$ cat src/rtl/decod_scan_if.sv
// Handshake and decoder-select bundle for decod_scan.
// DECOD_SCAN_MASK_EN adds the skip_mask_pad scan mask.
interface decod_scan_if;
  logic        start_pad;
  logic        mode_pad;
  logic [3:0]  addr_pad;
  logic        abort_pad;
  logic        a_pad, b_pad, c_pad, d_pad;
  logic        e_pad;
  logic        busy_pad;
  logic        done_pad;
`ifdef DECOD_SCAN_MASK_EN
  logic [15:0] skip_mask_pad;
`endif

  modport slave (
    input  start_pad, mode_pad, addr_pad, abort_pad,
`ifdef DECOD_SCAN_MASK_EN
    input  skip_mask_pad,
`endif
    output a_pad, b_pad, c_pad, d_pad, e_pad, busy_pad, done_pad
  );

  modport master (
    output start_pad, mode_pad, addr_pad, abort_pad,
`ifdef DECOD_SCAN_MASK_EN
    output skip_mask_pad,
`endif
    input  a_pad, b_pad, c_pad, d_pad, e_pad, busy_pad, done_pad
  );
endinterface

$ cat src/rtl/decod_scan.sv
// Sequencer driving a 16-way decoder: code setup, enable strobe, hold, per code.
// Optional skip mask for scan mode under DECOD_SCAN_MASK_EN.
module decod_scan #(
  parameter int DWELL = 4,
  parameter int GAP   = 1
) (
  input  logic         clk_pad,
  input  logic         rst_pad,
  decod_scan_if.slave  bus
);
  typedef enum logic [2:0] {IDLE, SETUP, STROBE, HOLD, DONE} state_t;

  state_t      state, state_nxt;
  logic [3:0]  code, code_nxt;
  logic        mode, mode_nxt;
  logic [7:0]  cnt, cnt_nxt;
  logic        e_q, done_q, busy_q;
  logic [15:0] mask;
  logic [4:0]  first, nxt;

`ifdef DECOD_SCAN_MASK_EN
  assign mask = bus.skip_mask_pad;
`else
  assign mask = '0;
`endif

  // {found, code}: lowest unmasked code at or above 'from'; from=16 finds nothing
  function automatic logic [4:0] next_code(input logic [4:0] from, input logic [15:0] m);
    logic [4:0] r;
    r = '0;
    for (int i = 15; i >= 0; i--)
      if (5'(i) >= from && !m[i]) r = {1'b1, 4'(i)};
    return r;
  endfunction

  assign first = next_code(5'd0, mask);
  assign nxt   = next_code({1'b0, code} + 5'd1, mask);

  always_comb begin
    state_nxt = state;
    code_nxt  = code;
    mode_nxt  = mode;
    cnt_nxt   = cnt;
    case (state)
      IDLE:
        if (bus.start_pad && !bus.abort_pad) begin
          mode_nxt = bus.mode_pad;
          if (!bus.mode_pad) begin
            code_nxt  = bus.addr_pad;
            state_nxt = SETUP;
          end else if (first[4]) begin
            code_nxt  = first[3:0];
            state_nxt = SETUP;
          end else begin
            state_nxt = DONE;
          end
        end
      SETUP:
        if (bus.abort_pad) state_nxt = IDLE;
        else begin
          cnt_nxt   = '0;
          state_nxt = STROBE;
        end
      STROBE:
        if (bus.abort_pad) state_nxt = IDLE;
        else if (cnt == 8'(DWELL - 1)) begin
          cnt_nxt   = '0;
          state_nxt = HOLD;
        end else cnt_nxt = cnt + 8'd1;
      HOLD:
        if (bus.abort_pad) state_nxt = IDLE;
        else if (cnt == 8'(GAP - 1)) begin
          // code only moves on the edge into SETUP, so selects never change under e
          if (!mode || !nxt[4]) state_nxt = DONE;
          else begin
            code_nxt  = nxt[3:0];
            state_nxt = SETUP;
          end
        end else cnt_nxt = cnt + 8'd1;
      DONE:    state_nxt = IDLE;
      default: state_nxt = IDLE;
    endcase
  end

  always_ff @(posedge clk_pad or posedge rst_pad) begin
    if (rst_pad) begin
      state  <= IDLE;
      code   <= '0;
      mode   <= 1'b0;
      cnt    <= '0;
      e_q    <= 1'b0;
      done_q <= 1'b0;
      busy_q <= 1'b0;
    end else begin
      state  <= state_nxt;
      code   <= code_nxt;
      mode   <= mode_nxt;
      cnt    <= cnt_nxt;
      e_q    <= (state_nxt == STROBE);
      done_q <= (state_nxt == DONE);
      busy_q <= (state_nxt != IDLE);
    end
  end

  assign bus.a_pad    = code[3];
  assign bus.b_pad    = code[2];
  assign bus.c_pad    = code[1];
  assign bus.d_pad    = code[0];
  assign bus.e_pad    = e_q;
  assign bus.done_pad = done_q;
  assign bus.busy_pad = busy_q;
endmodule
$ cat src/flat_wrapper.sv
// flat-port wrapper written by rule: the top's interface ports become plain ports
module decod_scan_flat 
#(
  parameter int DWELL = 4,
  parameter int GAP   = 1
)
  (clk_pad, rst_pad, bus_start_pad, bus_mode_pad, bus_addr_pad, bus_abort_pad, bus_a_pad, bus_b_pad, bus_c_pad, bus_d_pad, bus_e_pad, bus_busy_pad, bus_done_pad);
  decod_scan_if bus_i ();
  input  logic clk_pad;
  input  logic rst_pad;
  input wire logic [$bits(bus_i.start_pad)-1:0] bus_start_pad;
  input wire logic [$bits(bus_i.mode_pad)-1:0] bus_mode_pad;
  input wire logic [$bits(bus_i.addr_pad)-1:0] bus_addr_pad;
  input wire logic [$bits(bus_i.abort_pad)-1:0] bus_abort_pad;
  output wire logic [$bits(bus_i.a_pad)-1:0] bus_a_pad;
  output wire logic [$bits(bus_i.b_pad)-1:0] bus_b_pad;
  output wire logic [$bits(bus_i.c_pad)-1:0] bus_c_pad;
  output wire logic [$bits(bus_i.d_pad)-1:0] bus_d_pad;
  output wire logic [$bits(bus_i.e_pad)-1:0] bus_e_pad;
  output wire logic [$bits(bus_i.busy_pad)-1:0] bus_busy_pad;
  output wire logic [$bits(bus_i.done_pad)-1:0] bus_done_pad;
  assign bus_i.start_pad = bus_start_pad;
  assign bus_i.mode_pad = bus_mode_pad;
  assign bus_i.addr_pad = bus_addr_pad;
  assign bus_i.abort_pad = bus_abort_pad;
  assign bus_a_pad = bus_i.a_pad;
  assign bus_b_pad = bus_i.b_pad;
  assign bus_c_pad = bus_i.c_pad;
  assign bus_d_pad = bus_i.d_pad;
  assign bus_e_pad = bus_i.e_pad;
  assign bus_busy_pad = bus_i.busy_pad;
  assign bus_done_pad = bus_i.done_pad;
  decod_scan #(.DWELL(DWELL), .GAP(GAP)) u_core (.clk_pad(clk_pad), .rst_pad(rst_pad), .bus(bus_i));
endmodule
$ cat config.mk
export PLATFORM = sky130hd
export DESIGN_NAME = decod_scan_flat
export DESIGN_NICKNAME = d
export VERILOG_FILES = /design/src/rtl/decod_scan_if.sv /design/src/rtl/decod_scan.sv /design/src/flat_wrapper.sv
export SDC_FILE = /design/constraint.sdc
export NUM_CORES = 1
export LEC_CHECK = 0
export ABC_AREA = 1
export BUFFER_PORTS_ARGS = -buffer_cell sky130_fd_sc_hd__buf_4
export CAP_MARGIN = 20
export CORE_ASPECT_RATIO = 0.9
export CORE_MARGIN = 5
export CORE_UTILIZATION = 61
export CTS_BUF_LIST = sky130_fd_sc_hd__clkbuf_16
export DETAILED_ROUTE_END_ITERATION = 16
export PLACE_DENSITY = 0.95
export SYNTH_ARGS = -nofsm -noshare
export SYNTH_HDL_FRONTEND = slang
export SYNTH_SLANG_ARGS = --single-unit
$ cat constraint.sdc
create_clock -name clk_pad -period 2.65 [get_ports clk_pad]
set_clock_uncertainty 0.2 [all_clocks]
set_input_delay 0.265 -clock clk_pad [delete_from_list [all_inputs] [get_ports clk_pad]]
set_output_delay 0.265 -clock clk_pad [all_outputs]
set_load 0.1 [all_outputs]
======== Yosys cells after proc, flatten, opt, wreduce, memory -nomap -nowiden ========
Index checks and enable logic that the tools add are counted.
cells by class
  $mul .................................... 0
  order comparisons ....................... 16
  equal/unequal tests ..................... 13
  bitwise gates (word level) .............. 0
  multiplexer cells ....................... 36
  add/sub/neg operators ................... 2
  reduce and logical (&&, ||, !) cells .... 13
  shift-type cells ........................ 0
  divide/modulo/power cells ............... 0
operators by type and width
  operator                                              count
  2-to-1 mux 5 bit                                      16
  >= comparator 4 x 5 -> 1 bit (first input constant)   8
  2-to-1 mux 8 bit                                      5
  one-hot mux 8 bit (3 select lines)                    1
  >= comparator 3 x 5 -> 1 bit (first input constant)   4
  2-to-1 mux 4 bit                                      5
  2-to-1 mux 3 bit                                      6
  one-hot mux 3 bit (4 select lines)                    1
  >= comparator 1 x 5 -> 1 bit (first input constant)   2
  >= comparator 2 x 5 -> 1 bit (first input constant)   2
  != test 2 bit (second input constant)                 5
  AND reduction 5 bit                                   2
  equality test 3 x 2 -> 1 bit (second input constant)  3
  adder 8 x 1 -> 8 bit (second input constant)          1
  equality test 8 x 2 -> 1 bit (second input constant)  1
  zero test 8 bit                                       1
  one-hot mux 4 bit (2 select lines)                    1
  nonzero test 3 bit                                    2
  adder 4 x 1 -> 5 bit (second input constant)          1
  != test 2 x 1 -> 1 bit (second input constant)        2
  equality test 3 x 1 -> 1 bit (second input constant)  1
  equality test 3 bit (second input constant)           1
  zero test 1 bit                                       3
  zero test 3 bit                                       1
  other kinds (5)                                       5
word-level totals
  output and inout bits ................... 7
  input bits .............................. 9
  register bits ........................... 19
  memories ................................ 0
  RAM bits ................................ 0
  logic and storage cells ................. 87
  latch bits .............................. 0
  bits in read-only memories .............. 0

======== Longest topological paths before layout ========
Gate-level depths: netlist of the first run.
  depth after elaboration ................. 25
  mapped depth ............................ 9
  gate-level depth less buffers ........... 9

======== Worst setup path before layout of the first run ========
No wires, ideal clock.
  kind .................................... reg-to-reg
  from .................................... reg u_core.code[1]
  to ...................................... reg u_core.code[3]
  library setup time ...................... 68 ps
  slack ................................... 442 ps
  required time ........................... 2382 ps
  stages on the path, launching flop included .. 10
  buffers on the path ..................... 0
  arrival ................................. 1940 ps
  period minus slack after synthesis ...... 2208 ps
  cells stage by stage .................... dfrtp_1 -> ha_1 -> nand3_1 -> nand2_1 -> inv_1 -> nand2_1 -> nand2_2 -> nand2_2 -> nand2_1 -> nand2_1
on the way
  word-level cells in the longest chain between the ends .. 22
  elaborated cells between the ends (all ways) .. 41
  classes of those cells .................. 1 x add/sub; 16 x order compare; 1 x eq/ne; 20 x mux; 3 x reduce/logical
RTL lines
  element                                                                    line                                RTL
  start: declaration                                                         decod_scan.sv:14                    logic [3:0] code, code_nxt;
  start signal: assignment                                                   decod_scan.sv:96                    code <= code_nxt;
  adder 4 x 1 -> 5 bit *                                                     decod_scan.sv:37                    assign nxt = next_code({1'b0, code} + 5'd1, mask);
  >= comparator 4 x 5 -> 1 bit                                               decod_scan.sv:32                    if (5'(i) >= from && !m[i]) r = {1'b1, 4'(i)};
  2-to-1 mux 5 bit (15 in a row)                                             decod_scan.sv:32
  2-to-1 mux 5 bit *                                                         decod_scan.sv:32
  2-to-1 mux 4 bit or zero test 1 bit (tied branches)                        decod_scan.sv:74                    if (!mode || !nxt[4]) state_nxt = DONE;
  2-to-1 mux 4 bit or logical OR 1 bit (tied branches)                       decod_scan.sv:72, decod_scan.sv:74
  2-to-1 mux 4 bit or != test 2 bit (tied branches)                          --
  one-hot mux 4 bit (2 select lines) or AND reduction 5 bit (tied branches)  --
Mark *: on every way between the ends. The rest lies on a longest branch, timed or not. The select of a mux whose other input is x is not followed.
A chain may end at the register's enable or synchronous reset.

======== Final worst setup path of the first run ========
  from .................................... reg u_core.cnt[0]
  to ...................................... reg u_core.busy_q, in the netlist u_core.bus.busy_pad
on the way
  word-level cells in the longest chain between the ends .. 5
  elaborated cells between the ends (all ways) .. 8
  classes of those cells .................. 1 x eq/ne; 5 x mux; 2 x reduce/logical
RTL lines
  element                                                          line                                RTL
  start: declaration                                               decod_scan.sv:16                    logic [7:0] cnt, cnt_nxt;
  start signal: assignment                                         decod_scan.sv:98                    cnt <= cnt_nxt;
  equality test 8 x 2 -> 1 bit or zero test 8 bit (tied branches)  decod_scan.sv:66, decod_scan.sv:72
  2-to-1 mux 3 bit, on equally long branches                       decod_scan.sv:66, decod_scan.sv:72
  2-to-1 mux 3 bit, on equally long branches                       decod_scan.sv:65, decod_scan.sv:71
  one-hot mux 3 bit (4 select lines) *                             decod_scan.sv:44                    case (state)
  nonzero test 3 bit *                                             decod_scan.sv:101                   busy_q <= (state_nxt != IDLE);
  end signal: assignment                                           decod_scan.sv:101
  end: declaration                                                 decod_scan.sv:17                    logic e_q, done_q, busy_q;
Mark *: on every way between the ends. The rest lies on a longest branch, timed or not.

==> impl_metrics.csv, run 1 <==
group,metric,value,unit
sta,finalSetupTns,0,ns
floorplan,die_area,0.00316,mm²
setup_path,rr_endpoint,"u_core.bus.busy_pad",
clock_network,clock_path_buffers,2,
floorplan,core_area,0.00197,mm²
finish,final_common_cell,"nand2_1",
detailed_routing,drcViolationCount,0,
logic_synthesis,avgSynthCellArea,6.81,µm²
placement,place.gp.congestion,0.852,
detailed_routing,antenna_left,0,
placement,io_buffers,15,
grt,grt_first_pass_wirelength,5.26,mm
logic_synthesis,syn_inst,191,
clock_network,cts.sinks,19,
setup_path,crit_path_max_incr_delay,0.41,ns
clock_network,numCtsBuffers,3,
sta,hold_slack,0.178,ns
logic_synthesis,yosys_warnings,0,
setup_path,ff2ff_path_depth,7,
grt,antenna_found_initial,0,
grt,grt_max_degree,20,
finish,nFillCells,150,
setup_path,critPathBufInv,1,
sta,slew_headroom,0.508,
detailed_routing,num_vias,1318,
finish,area_growth_syn_to_layout,17.1,%
run_status,status,"complete, no violations",
setup_path,cp_max_fo,10,
grt,grt_pass1_vias,1236,
hold_path,hold_start,"bus_addr_pad[3]",
floorplan,die_h,53.8,µm
detailed_routing,wl,3.09,mm
setup_path,critPathLaunchType,"flip-flop",
hold_path,min_path_cells,5,
detailed_routing,drt_pass1_iterations,4,
clock_network,ctsResizeCount,0,
setup_path,crit_top_cell,"nand2_2",
hold_path,hp-class,"primary input to flip-flop",
sta,finalHoldViolations,0,
sta,maxSlewViolCount,0,
clock_network,cts_tree,"yes",
setup_path,crit_type,"flip-flop to flip-flop",
grt,grt.overflow.total,0,
detailed_routing,detail_route.wl_per_cell,13.1,µm
pwr,p_per_area,1070,mW/mm²
clock_network,root_buffer,"clkbuf_16",
sta,min_period_over_period,0.676,
hold_path,hold_path_end,"u_core.code[3]",
setup_path,r2r_slack,0.86,ns
logic_synthesis,ys_seq_area_frac,0.365,
pwr,power_leakage,0.839,nW
detailed_routing,via_per_inst,5.61,
finish,finalNetCount,224,
clock_network,clk_pin_slew,0.06,ns
finish,diodes,0,
logic_synthesis,synth.cell_area,0.00130,mm²
logic_synthesis,ys_ff_latch,19,
setup_path,path_delay_family,"simple AND/OR/NAND/NOR gates",
pwr,ir_worst_vdd,0.919,mV
grt,gr-usage-all-layers,0.226,
sta,fmax,0.558,GHz
sta,setup_viol,0,
setup_path,timing.rr.start,"u_core.cnt[0]",
placement,dp_hpwl,2.22,mm
clock_network,cts.htree.levels,1,
finish,drive_gt1_frac,0.162,
finish,layout_common_cells,"nand2_1 (74), nand3_1 (28), inv_1 (22), dfrtp_1 (19), buf_4 (15)",
setup_path,worst_ep_arrival_time,1.72,ns
sta,rsz0062_at_grt,"no",
floorplan,ioPinCount,16,
detailed_routing,drt_iter0_markers,63,
floorplan,fp-row-count,15,
logic_synthesis,synth_fp_nets,204,
setup_path,cp.required,2.58,ns
setup_path,crit_chain,"inv_1, ha_1, nand2_2, o21ai_0, nand2_2, nand2_4, nand3_1",
setup_path,cp-end-kind,"flip-flop",
clock_network,clock_latency,0.25,ns
job,drv_cap,0,
setup_path,slowest_stage,"dfrtp_1",
floorplan,die_w,58.7,µm
sta,worstMarginPinSlew,0.737,ns
floorplan,start_util,0.660,
sta,min_period,1.79,ns
logic_synthesis,ys_types,20,
-- metal layers --
layer	share of wire	routed length [µm]	GRT usage
met5	0	0	0
met1	0.39	1190	0.264
met3	0.098	301	0.0695
met4	0.026	79	0.0981
met2	0.49	1510	0.385
-- state kept, by name, indices dropped and copies added, names as in the netlist --
register and flops:
u_core.cnt 8, u_core.code 4, u_core.state 3, u_core.bus.busy_pad 1
u_core.bus.done_pad 1, u_core.bus.e_pad 1, u_core.mode 1
-- synthesized netlist by cell type (all sizes together) --
master,number,area share
dfrtp,19,0.37
nand4,2,0.0096
nor2,15,0.061
ha,4,0.038
xnor2,1,0.0067
buf,1,0.0087
nand3,30,0.13
a21oi,4,0.015
xor2,1,0.0067
nand2,82,0.26
nor3,1,0.0038
o21bai,2,0.012
inv,24,0.069
o21ai,5,0.019
-- worst max path at each step --
stage / slack, ns / from / to / cells after the start
finish: 0.86 / u_core.cnt[0] / u_core.bus.busy_pad / 7
global route: 0.76 / u_core.cnt[0] / u_core.cnt[3] / 8
CTS: 0.87 / u_core.cnt[0] / u_core.bus.busy_pad / 7
detailed placement: 0.96 / u_core.cnt[0] / u_core.code[3] / 9
global placement: 1.03 / u_core.cnt[0] / u_core.code[1] / 9
floorplan: 0.44 / u_core.code[1] / u_core.code[3] / 9
-- repair_timing --
| action | 4_1_cts | 5_1_grt |
|---|---|---|
| hold endpoints to repair | 19 | 0 |
| hold buffers | 1 | 0 |
| buffers inserted | 0 | 0 |
-- layout make-up --
class | instances | area (µm²) | share of cell area
timing repair buffer | 16 | 123 | 0.0805
clock buffer | 3 | 75.1 | 0.0493
sequential | 19 | 475 | 0.312
multi-input combinational | 147 | 724 | 0.475
clock inverter | 1 | 5.00 | 0.00328
inverter | 24 | 90.1 | 0.0591
tap | 25 | 31.3 | 0.0205
-- per-stage QoR --
step,instances,util,setup WS (ns),area (µm²),total power [W]
3_3_place_gp,230,0.728,1.03,1430,0.00128
3_5_place_dp,230,0.728,0.964,1430,0.00131
6_report,235,0.773,0.859,1520,0.00163
4_1_cts,235,0.773,0.873,1520,0.00164
5_1_grt,235,0.773,0.760,1520,0.00174
2_1_floorplan,191,-,0.442,1300,0.00113
-- worst register-to-register path: cells and delay by family, from the launching register on --
family          cells  cell delay, ns
simple gates        4            0.45
compound gates      1            0.28
buf+inv             1            0.16
flops               1            0.41
fa+ha+maj           1            0.18
-- logic make-up after synthesis --
group | Yosys count | share of synthesized area
AOI/OAI and AO/OA | 11 | 0.0461
adders and majority gates | 4 | 0.0385
and+or+nand+nor | 130 | 0.459
DFF | 19 | 0.365
xor gates and xnor gates | 2 | 0.0135
buffers and inverters | 25 | 0.0779
-- report_power, final --
part | total [W] | switching (W) | internal (W)
Sequential | 0.000450 | 0.0000852 | 0.000365
Clock | 0.000309 | 0.000107 | 0.000202
Combinational | 0.000874 | 0.000662 | 0.000212
Power figures use the tool's default switching activity.
==> run 2: changes to the inputs <==
--- a/config.mk
+++ b/config.mk
@@ -10,10 +10,10 @@
 export CAP_MARGIN = 20
 export CORE_ASPECT_RATIO = 0.9
 export CORE_MARGIN = 5
-export CORE_UTILIZATION = 61
+export CORE_UTILIZATION = 57
 export CTS_BUF_LIST = sky130_fd_sc_hd__clkbuf_16
 export DETAILED_ROUTE_END_ITERATION = 16
-export PLACE_DENSITY = 0.95
+export PLACE_DENSITY = 0.9
 export SYNTH_ARGS = -nofsm -noshare
 export SYNTH_HDL_FRONTEND = slang
 export SYNTH_SLANG_ARGS = --single-unit
==> constraint.sdc (replaced) <==
create_clock -name clk_pad -period 1.75 [get_ports clk_pad]
set_clock_uncertainty 0.2 [all_clocks]
set_input_delay 0.175 -clock clk_pad [delete_from_list [all_inputs] [get_ports clk_pad]]
set_output_delay 0.175 -clock clk_pad [all_outputs]
set_load 0.1 [all_outputs]
==> run 2 against run 1 <==
Register-to-register slack worse by 0.75 ns; power up 56%; cell area rose by 3.3%; die area up 5.8%; via count rose by 0.76%; cell count is 2.1% higher; combinational power increased by 54%; maximum frequency grew 9.3%; global-route usage fell by 2.5 points; critical endpoint is now u_core.cnt[3].
==> impl_metrics.csv, run 2 (synthesis results as in run 1) <==
group,metric,value,unit
run_status,status,"complete, no violations",
detailed_routing,drt_iter0_markers,73,
finish,reg_top3,"u_core.cnt x8, u_core.code x4, u_core.state x3",
hold_path,hp-class,"primary input to flip-flop",
detailed_routing,via_per_inst,5.53,
detailed_routing,drt_pass1_iterations,5,
finish,regMostFlops,"u_core.cnt",
finish,final_common_cell,"nand2_1",
finish,layout_common_cells,"nand2_1 (73), nand3_1 (27), inv_1 (22), buf_4 (18), dfrtp_1 (14)",
clock_network,clk_pin_slew,0.05,ns
grt,grt.overflow.total,0,
sta,min_period_over_period,0.937,
grt,grt_pass1_vias,1223,
placement,dp_hpwl,2.39,mm
placement,placed_cells,234,
pwr,power_leakage,0.848,nW
pwr,ir_worst_vdd,1.63,mV
sta,maxSlewViolCount,0,
detailed_routing,num_vias,1328,
detailed_routing,antenna_left,0,
detailed_routing,detail_route.wl_per_cell,13.9,µm
sta,hold_slack,0.0946,ns
job,drv_cap,0,
floorplan,die_area,0.00334,mm²
placement,io_buffers,15,
clock_network,clock_latency,0.25,ns
grt,grt_max_degree,13,
finish,area_growth_syn_to_layout,21.0,%
finish,stdcell_count,240,
setup_path,critPathLaunchType,"flip-flop",
detailed_routing,drcViolationCount,0,
finish,drive_gt1_frac,0.216,
clock_network,clock_path_buffers,2,
floorplan,start_util,0.596,
pwr,p_per_area,1610,mW/mm²
floorplan,die_h,55.3,µm
setup_path,cp-end-kind,"flip-flop",
floorplan,fp-row-count,16,
setup_path,worst_ep_arrival_time,1.63,ns
clock_network,numCtsBuffers,3,
grt,antenna_found_initial,0,
sta,slew_headroom,0.696,
floorplan,core_area,0.00218,mm²
clock_network,cts.htree.levels,1,
clock_network,cts_tree,"yes",
grt,gr-usage-all-layers,0.201,
setup_path,crit_type,"flip-flop to flip-flop",
pwr,total_power,0.00254,W
floorplan,ioPinCount,16,
setup_path,cp.required,1.74,ns
placement,place.gp.congestion,0.867,
finish,diodes,0,
detailed_routing,wl,3.33,mm
finish,finalNetCount,227,
finish,nFillCells,180,
clock_network,cts.sinks,19,
finish,largest_reg_flops,8,
clock_network,root_buffer,"clkbuf_16",
sta,fmax,0.610,GHz
setup_path,cp_max_fo,9,
sta,worstMarginPinSlew,0.456,ns
finish,utilization,0.721,
sta,finalHoldViolations,0,
grt,grt_first_pass_wirelength,5.17,mm
sta,setup_viol,0,
floorplan,die_w,60.4,µm
sta,min_period,1.64,ns
[run 2: path summary, 6_finish.rpt]
check	end	slack [ns]	cells after the start	start
max in group asynchronous	u_core.cnt[0]	0.57	4	rst_pad
hold reg to reg	u_core.cnt[7]	0.35	2	u_core.cnt[7]
min in group asynchronous	u_core.code[0]	0.28	3	rst_pad
setup reg to reg	u_core.cnt[3]	0.11	9	u_core.cnt[1]
setup / recovery	u_core.cnt[3]	0.11	9	u_core.cnt[1]
hold / removal	u_core.mode	0.09	3	bus_mode_pad
[run 2: metal layers]
layer  vias to the layer above  wire [µm]  track usage
li1                        646          -            -
met3                        15        242       0.0653
met1                       608       1390        0.251
met4                         0         91       0.0759
met2                        59       1600        0.315
met5                         -          0            0
[run 2: worst max-delay path, stage by stage, from the launching register on]
cell and delay [ns]:
dfrtp_1 0.42, inv_1 0.07, ha_1 0.19, nand2_2 0.11, nor2_4 0.06, nand2_1 0.07
nand2_2 0.06, nor2_4 0.22, nand2_1 0.10, nand2_1 0.08
[run 2: layout make-up]
type / count / area (µm²) / area share
Clock buffer: 3 / 75.1 / 0.0477
Clock inverter: 1 / 3.75 / 0.00238
Inverter: 24 / 92.6 / 0.0588
Multi-Input combinational cell: 147 / 737 / 0.468
Sequential cell: 19 / 487 / 0.309
Tap cell: 27 / 33.8 / 0.0215
Timing Repair Buffer: 19 / 145 / 0.0922
[run 2: report_power, final]
part           total, W  switching (W)  internal, W
sequential     0.000728       0.000153     0.000575
clock          0.000464       0.000160     0.000304
combinational   0.00135        0.00101     0.000340
[run 2: repair_timing]
| action | in CTS | in global routing |
|---|---|---|
| setup endpoints to repair | 0 | 14 |
| hold buffers | 1 | 0 |
| buffers inserted | 0 | 1 |
| gates resized for setup | 0 | 7 |
| hold endpoints to repair | 11 | 0 |
[run 2: per-stage QoR]
step                      setup WS (ns)  cell area [µm²]  setup TNS [ns]
after global routing           -0.00184             1570        -0.00184
after detailed placement         0.0391             1460               0
after global placement            0.123             1460               0
after CTS                        0.0266             1550               0
final                             0.111             1570               0
after floorplan                 0.00172             1310               0
